===== config.mk =====
export PLATFORM = sky130hd
export DESIGN_NAME = halfword_assembler
export DESIGN_NICKNAME = d
export VERILOG_FILES = /design/src/rtl/halfword_asm_pkg.sv /design/src/rtl/hw_timeout_ctr.sv /design/src/rtl/halfword_assembler.sv
export SDC_FILE = /design/constraint.sdc
export NUM_CORES = 1
export LEC_CHECK = 0
export CAP_MARGIN = 20
export CORE_ASPECT_RATIO = 1.1
export CORE_UTILIZATION = 30
export CTS_BUF_LIST = sky130_fd_sc_hd__clkbuf_4 sky130_fd_sc_hd__clkbuf_8
export DETAILED_ROUTE_END_ITERATION = 8
export GPL_ROUTABILITY_DRIVEN = 1
export PLACE_DENSITY = 0.57
export SYNTH_ARGS = -nofsm -noshare
export SYNTH_HDL_FRONTEND = slang
export SYNTH_SLANG_ARGS = --single-unit

===== constraint.sdc =====
create_clock -name clk -period 1.6 [get_ports clk]
set_clock_uncertainty 0.1 [all_clocks]
set_input_delay 0.16 -clock clk [delete_from_list [all_inputs] [get_ports clk]]
set_output_delay 0.16 -clock clk [all_outputs]
set_load 0.02 [all_outputs]

===== src/rtl/halfword_asm_pkg.sv =====
// Shared types and constants for the byte-to-halfword assembler.
// Latency: n/a (declarations only).
// Backpressure: n/a.
package halfword_asm_pkg;

   localparam int BYTE_W          = 8;
   localparam int HW_W            = 16;
   localparam int TIMEOUT_DEFAULT = 16;

   typedef enum logic [1:0] {
      ST_EMPTY = 2'b00,
      ST_HALF  = 2'b01,
      ST_FULL  = 2'b10
   } state_e;

   // Orders the two bytes of a pair into a halfword; be=1 puts the first byte on top.
   function automatic logic [HW_W-1:0] pack_hw(input logic [BYTE_W-1:0] first,
                                               input logic [BYTE_W-1:0] second,
                                               input logic              be);
      return be ? {first, second} : {second, first};
   endfunction

endpackage


===== src/rtl/hw_timeout_ctr.sv =====
// Idle-cycle counter that saturates at MAX and flags expiry; MAX=0 never expires.
// Latency: expired_o is registered, high the cycle after the MAX-th enabled cycle.
// Backpressure: none; clr_i wins over en_i.
module hw_timeout_ctr #(
   parameter int MAX = 16
) (
   input  logic clk,
   input  logic rst,
   input  logic clr_i,
   input  logic en_i,
   output logic expired_o
);

   generate
      if (MAX == 0) begin : g_disabled
         assign expired_o = 1'b0;
      end else begin : g_count
         localparam int CW = $clog2(MAX + 1);

         logic [CW-1:0] cnt_q, cnt_d;

         // Next count: clear, or step while enabled and not yet saturated.
         always_comb begin
            cnt_d = cnt_q;
            if (clr_i) begin
               cnt_d = '0;
            end else if (en_i && (cnt_q != CW'(MAX))) begin
               cnt_d = cnt_q + CW'(1);
            end
         end

         // Count register.
         always_ff @(posedge clk or posedge rst) begin
            if (rst) cnt_q <= '0;
            else     cnt_q <= cnt_d;
         end

         assign expired_o = (cnt_q == CW'(MAX));
      end
   endgenerate

endmodule


===== src/rtl/halfword_assembler.sv =====
// Pairs 8-bit bytes into a 16-bit halfword (+ sext) for the extend stage; optional ASSEMBLER_BE_EN adds big_endian.
// Latency: out_valid rises on the edge accepting the second byte; one halfword per 2 cycles sustained.
// Backpressure: in_ready drops while a halfword is held and out_ready is low, and during flush/reset.
module halfword_assembler
   import halfword_asm_pkg::*;
#(
   parameter int TIMEOUT = TIMEOUT_DEFAULT
) (
   input  logic              clk,
   input  logic              rst,
   input  logic              in_valid,
   output logic              in_ready,
   input  logic [BYTE_W-1:0] in_data,
   input  logic              in_sext,
`ifdef ASSEMBLER_BE_EN
   input  logic              big_endian,
`endif
   input  logic              flush,
   output logic              out_valid,
   input  logic              out_ready,
   output logic [HW_W-1:0]   a,
   output logic              sext,
   output logic              timeout_err,
   output logic [15:0]       hw_count
);

   state_e            state_q, state_d;
   logic [BYTE_W-1:0] first_q, first_d;
   logic              hsext_q, hsext_d;
   logic              hbe_q, hbe_d;
   logic [HW_W-1:0]   a_q, a_d;
   logic              sext_q, sext_d;
   logic              out_valid_q, out_valid_d;
   logic              terr_q, terr_d;
   logic [15:0]       cnt_q, cnt_d;

   logic be_in;
   logic in_hs, out_hs;
   logic expired;

`ifdef ASSEMBLER_BE_EN
   assign be_in = big_endian;
`else
   assign be_in = 1'b0;
`endif

   // A held halfword blocks new bytes unless it leaves this same cycle.
   assign in_ready = !rst && !flush && ((state_q != ST_FULL) || out_ready);
   assign in_hs    = in_valid && in_ready;
   assign out_hs   = out_valid_q && out_ready && !flush;

   // Counts idle HALF cycles; any accepted byte or leaving HALF restarts it.
   hw_timeout_ctr #(
      .MAX (TIMEOUT)
   ) u_timeout (
      .clk       (clk),
      .rst       (rst),
      .clr_i     ((state_q != ST_HALF) || in_hs),
      .en_i      ((state_q == ST_HALF) && !in_hs),
      .expired_o (expired)
   );

   // FSM and datapath next-state; flush overrides everything.
   always_comb begin
      state_d     = state_q;
      first_d     = first_q;
      hsext_d     = hsext_q;
      hbe_d       = hbe_q;
      a_d         = a_q;
      sext_d      = sext_q;
      out_valid_d = out_valid_q;
      terr_d      = 1'b0;
      cnt_d       = cnt_q;
      if (flush) begin
         state_d     = ST_EMPTY;
         out_valid_d = 1'b0;
      end else begin
         case (state_q)
            ST_EMPTY: begin
               if (in_hs) begin
                  state_d = ST_HALF;
                  first_d = in_data;
                  hsext_d = in_sext;
                  hbe_d   = be_in;
               end
            end
            ST_HALF: begin
               // A byte arriving in the expiry cycle still completes the pair.
               if (in_hs) begin
                  state_d     = ST_FULL;
                  a_d         = pack_hw(first_q, in_data, hbe_q);
                  sext_d      = hsext_q;
                  out_valid_d = 1'b1;
               end else if (expired) begin
                  state_d = ST_EMPTY;
                  terr_d  = 1'b1;
               end
            end
            ST_FULL: begin
               if (out_hs) begin
                  cnt_d       = cnt_q + 16'd1;
                  out_valid_d = 1'b0;
                  if (in_hs) begin
                     state_d = ST_HALF;
                     first_d = in_data;
                     hsext_d = in_sext;
                     hbe_d   = be_in;
                  end else begin
                     state_d = ST_EMPTY;
                  end
               end
            end
            default: begin
               state_d     = ST_EMPTY;
               out_valid_d = 1'b0;
            end
         endcase
      end
   end

   // State and data registers.
   always_ff @(posedge clk or posedge rst) begin
      if (rst) begin
         state_q     <= ST_EMPTY;
         first_q     <= '0;
         hsext_q     <= 1'b0;
         hbe_q       <= 1'b0;
         a_q         <= '0;
         sext_q      <= 1'b0;
         out_valid_q <= 1'b0;
         terr_q      <= 1'b0;
         cnt_q       <= '0;
      end else begin
         state_q     <= state_d;
         first_q     <= first_d;
         hsext_q     <= hsext_d;
         hbe_q       <= hbe_d;
         a_q         <= a_d;
         sext_q      <= sext_d;
         out_valid_q <= out_valid_d;
         terr_q      <= terr_d;
         cnt_q       <= cnt_d;
      end
   end

   assign out_valid   = out_valid_q;
   assign a           = a_q;
   assign sext        = sext_q;
   assign timeout_err = terr_q;
   assign hw_count    = cnt_q;

endmodule


==> reports/metrics.csv <==
stage,metric,value,unit
global_route,grt_use_met1,13.61,%
pwr,ir_drop,584.1,µV
pwr,power,2.998,mW
sta,fmax,596.6,MHz
drt,drt-total-wl,3921,µm
sta,setup_violations,7,
sta,finalHoldViolCount,0,
global_route,grt_start_max_net_pins,52,
place,dp_hpwl,2834,µm
synth,syn_area_per_cell,13.36,µm²
die,ioPinCount,50,
global_route,overflow,0,
drt,drc,0,
clocking,cts-root-buf,clkbuf_8,
layout,nets,251,
sta,final.setup.tns,-0.1664,ns
global_route,grt_pass1_vias,1471,
layout,diodes,0,
run_status,violations,setup timing,
die,initial_core_util,31.66,%
critical_path,r2r_slack,-0.08,ns
global_route,use_met2,19.63,%
critical_path,criticalPathCategory,flip-flop to flip-flop,
critical_path,cp.required,1.69,ns
synth,yosysWarnings,0,
critical_path,r2r_end,hw_count[4]$_DFFE_PP0P_,
sta,setup_ws,-0.07620,ns
drt,drtAntennaViolNets,0,
clocking,clk-insertion-delay-late,0.30,ns
sta,drv_slew,0,
clocking,cts_tree,done,
global_route,grt_util_met3,4.848,%
die,chipWidth,82.24,µm
global_route,grt_pass1_wl,6637,µm
synth,synth_fp_nets,176,
critical_path,critPathArrivalTime,1.77,ns
layout,drive_gt1_share,31.06,%
global_route,busiest_layer,met2,
drt,routedWlPerCell,12.37,µm
clocking,htreeDepth,2,
layout,final_core_util,45.39,%
clocking,cts_buffers,5,
sta,maxSlewHeadroom,76.64,%
critical_path,r2r-start,state_q[0]$_DFFE_PP0P_,
clocking,hold_buffers,0,
drt,dr_total_vias,1474,
sta,rsz0062_at_grt,true,
critical_path,worstSetupStartpoint,state_q[0]$_DFFE_PP0P_,
place,io_buffers,49,
synth,syn-cell-area,2125,µm²
critical_path,end_kind,flip-flop,
pwr,power.density,984.3,nW/µm²
synth,synth-seq-area-share,60.07,%
layout,design_area,3045,µm²
global_route,grt.total_usage,11.88,%
place,pre_cts_ws,-0.3869,ns
place,place_inst,308,
die,core_area,6710,µm²
drt,vias_per_cell,4.650,
drt,drt_iter0_markers,31,
synth,synth_seq_cells,51,
critical_path,crit_fanout,6,
sta,period_share,104.8,%
pwr,p_leak,1.531,nW
hold_path,hold_class,input pin to async pin,
clocking,path_clk_slew,0.09,ns
global_route,antenna_found_initial,0,
sta,min_period,1.676,ns
clocking,cts.sinks,51,
die,rows,31,
run_status,status,"complete, but fails checks",
die,die_y,90.26,µm
synth,synth_cells,159,
run,drv_cap,0,
layout,instances_no_fill,317,
synth,synth_cell_types,28,
sta,tightestPinTransition,0.3478,ns
place,gp_congestion,0.7030,
place,post_dp_cell_area,2907,µm²
layout,area_growth,43.35,%
die,dieArea,7423,µm²
sta,hold-worst-slack,0.2801,ns
critical_path,crit_path_start_kind,flip-flop,
clocking,cts_buffer_depth,2,
critical_path,rr_worst_depth,3,
drt,firstDrtPassIters,4,
layout,fillerInstances,622,
## worst max-delay path, stage by stage, from the launching register on
cell     delay (ns)
dfrtp_1        0.40
or3b_4         0.44
or4_4          0.50
xnor2_1        0.13
## area by class of cell
cell class                      count  area (µm²)  area share [%]
Sequential cell                    51        1284           42.15
Multi-Input combinational cell    100       842.1           27.65
Timing Repair Buffer               71       680.7           22.35
Tap cell                           82       102.6           3.369
Clock buffer                        6       82.58           2.712
Clock inverter                      2       35.03           1.150
Inverter                            5       18.77          0.6163
## worst max-delay path by stage
stage | end | slack, ns | cells after the start
floorplan | hw_count[4]$_DFFE_PP0P_ | -0.08 | 3
global placement | hw_count[4]$_DFFE_PP0P_ | -0.37 | 4
detailed placement | hw_count[4]$_DFFE_PP0P_ | -0.39 | 4
CTS | hw_count[4]$_DFFE_PP0P_ | -0.09 | 3
global route | hw_count[13]$_DFFE_PP0P_ | -0.13 | 4
finish | hw_count[4]$_DFFE_PP0P_ | -0.08 | 3
## layer usage
layer	vias up	part of all wire [%]
met5	-	0
met4	0	1.1
met3	4	7.2
met2	36	49
met1	739	43
li1	695	-
## cell usage in the layout, fill, tap and decap left out, types with 4 or more instances in the layout
master / count
nor2_1: 7
clkdlybuf4s50_1: 31
inv_1: 4
dfrtp_2: 6
buf_4: 20
xnor2_1: 14
nand3_1: 7
xor2_1: 5
mux2_2: 27
dlygate4sd2_1: 10
clkbuf_8: 6
dfrtp_1: 45
dlymetal6s2s_1: 7
nand2_1: 12
## cells by family after synthesis
logic type | share of synthesized area, %
xor+xnor | 7.833
flops | 60.07
fa+ha+maj | 1.767
mux | 14.78
compound gates | 1.295
buf+inv | 1.531
simple gates | 12.72
## state kept, by name, indices dropped and copies added (netlist names)
name,cells
a,16
hw_count,16
first_q,8
u_timeout.g_count.cnt_q,5
state_q,2
hsext_q,1
out_valid,1
sext,1
timeout_err,1
## timing repair
item	in CTS	in global routing
pin swaps	3	6
setup buffers	1	0
endpoints found under the setup margin	19	40
gates resized for setup	14	11
## power breakdown
group	internal, mW	switching (mW)	leakage [nW]	total, mW
Clock	0.506	0.419	0.0612	0.926
Sequential	1.43	0.0705	0.669	1.51
Combinational	0.317	0.250	0.801	0.567
Total	2.26	0.739	1.53	3.00
## cells in the mapped netlist, drive strengths merged
cell | count | share of area [%]
or2 | 1 | 0.29
or4 | 2 | 0.71
nor2 | 8 | 1.5
and4 | 2 | 0.82
inv | 5 | 0.88
nand3b | 1 | 0.35
nand4 | 3 | 0.88
clkbuf | 1 | 0.18
mux2 | 27 | 14
a21oi | 3 | 0.71
nand3 | 7 | 1.6
nor3b | 3 | 1.1
or3b | 2 | 0.94
a211oi | 1 | 0.35
nor4 | 2 | 1.6
xnor2 | 14 | 5.8
mux2i | 1 | 0.47
o21ai | 1 | 0.24
buf | 2 | 0.47
or3 | 1 | 0.53
nor3 | 1 | 0.24
ha | 3 | 1.8
dfrtp | 51 | 60
nand2 | 12 | 2.1
xor2 | 5 | 2.1
Power figures use the tool's default switching activity.
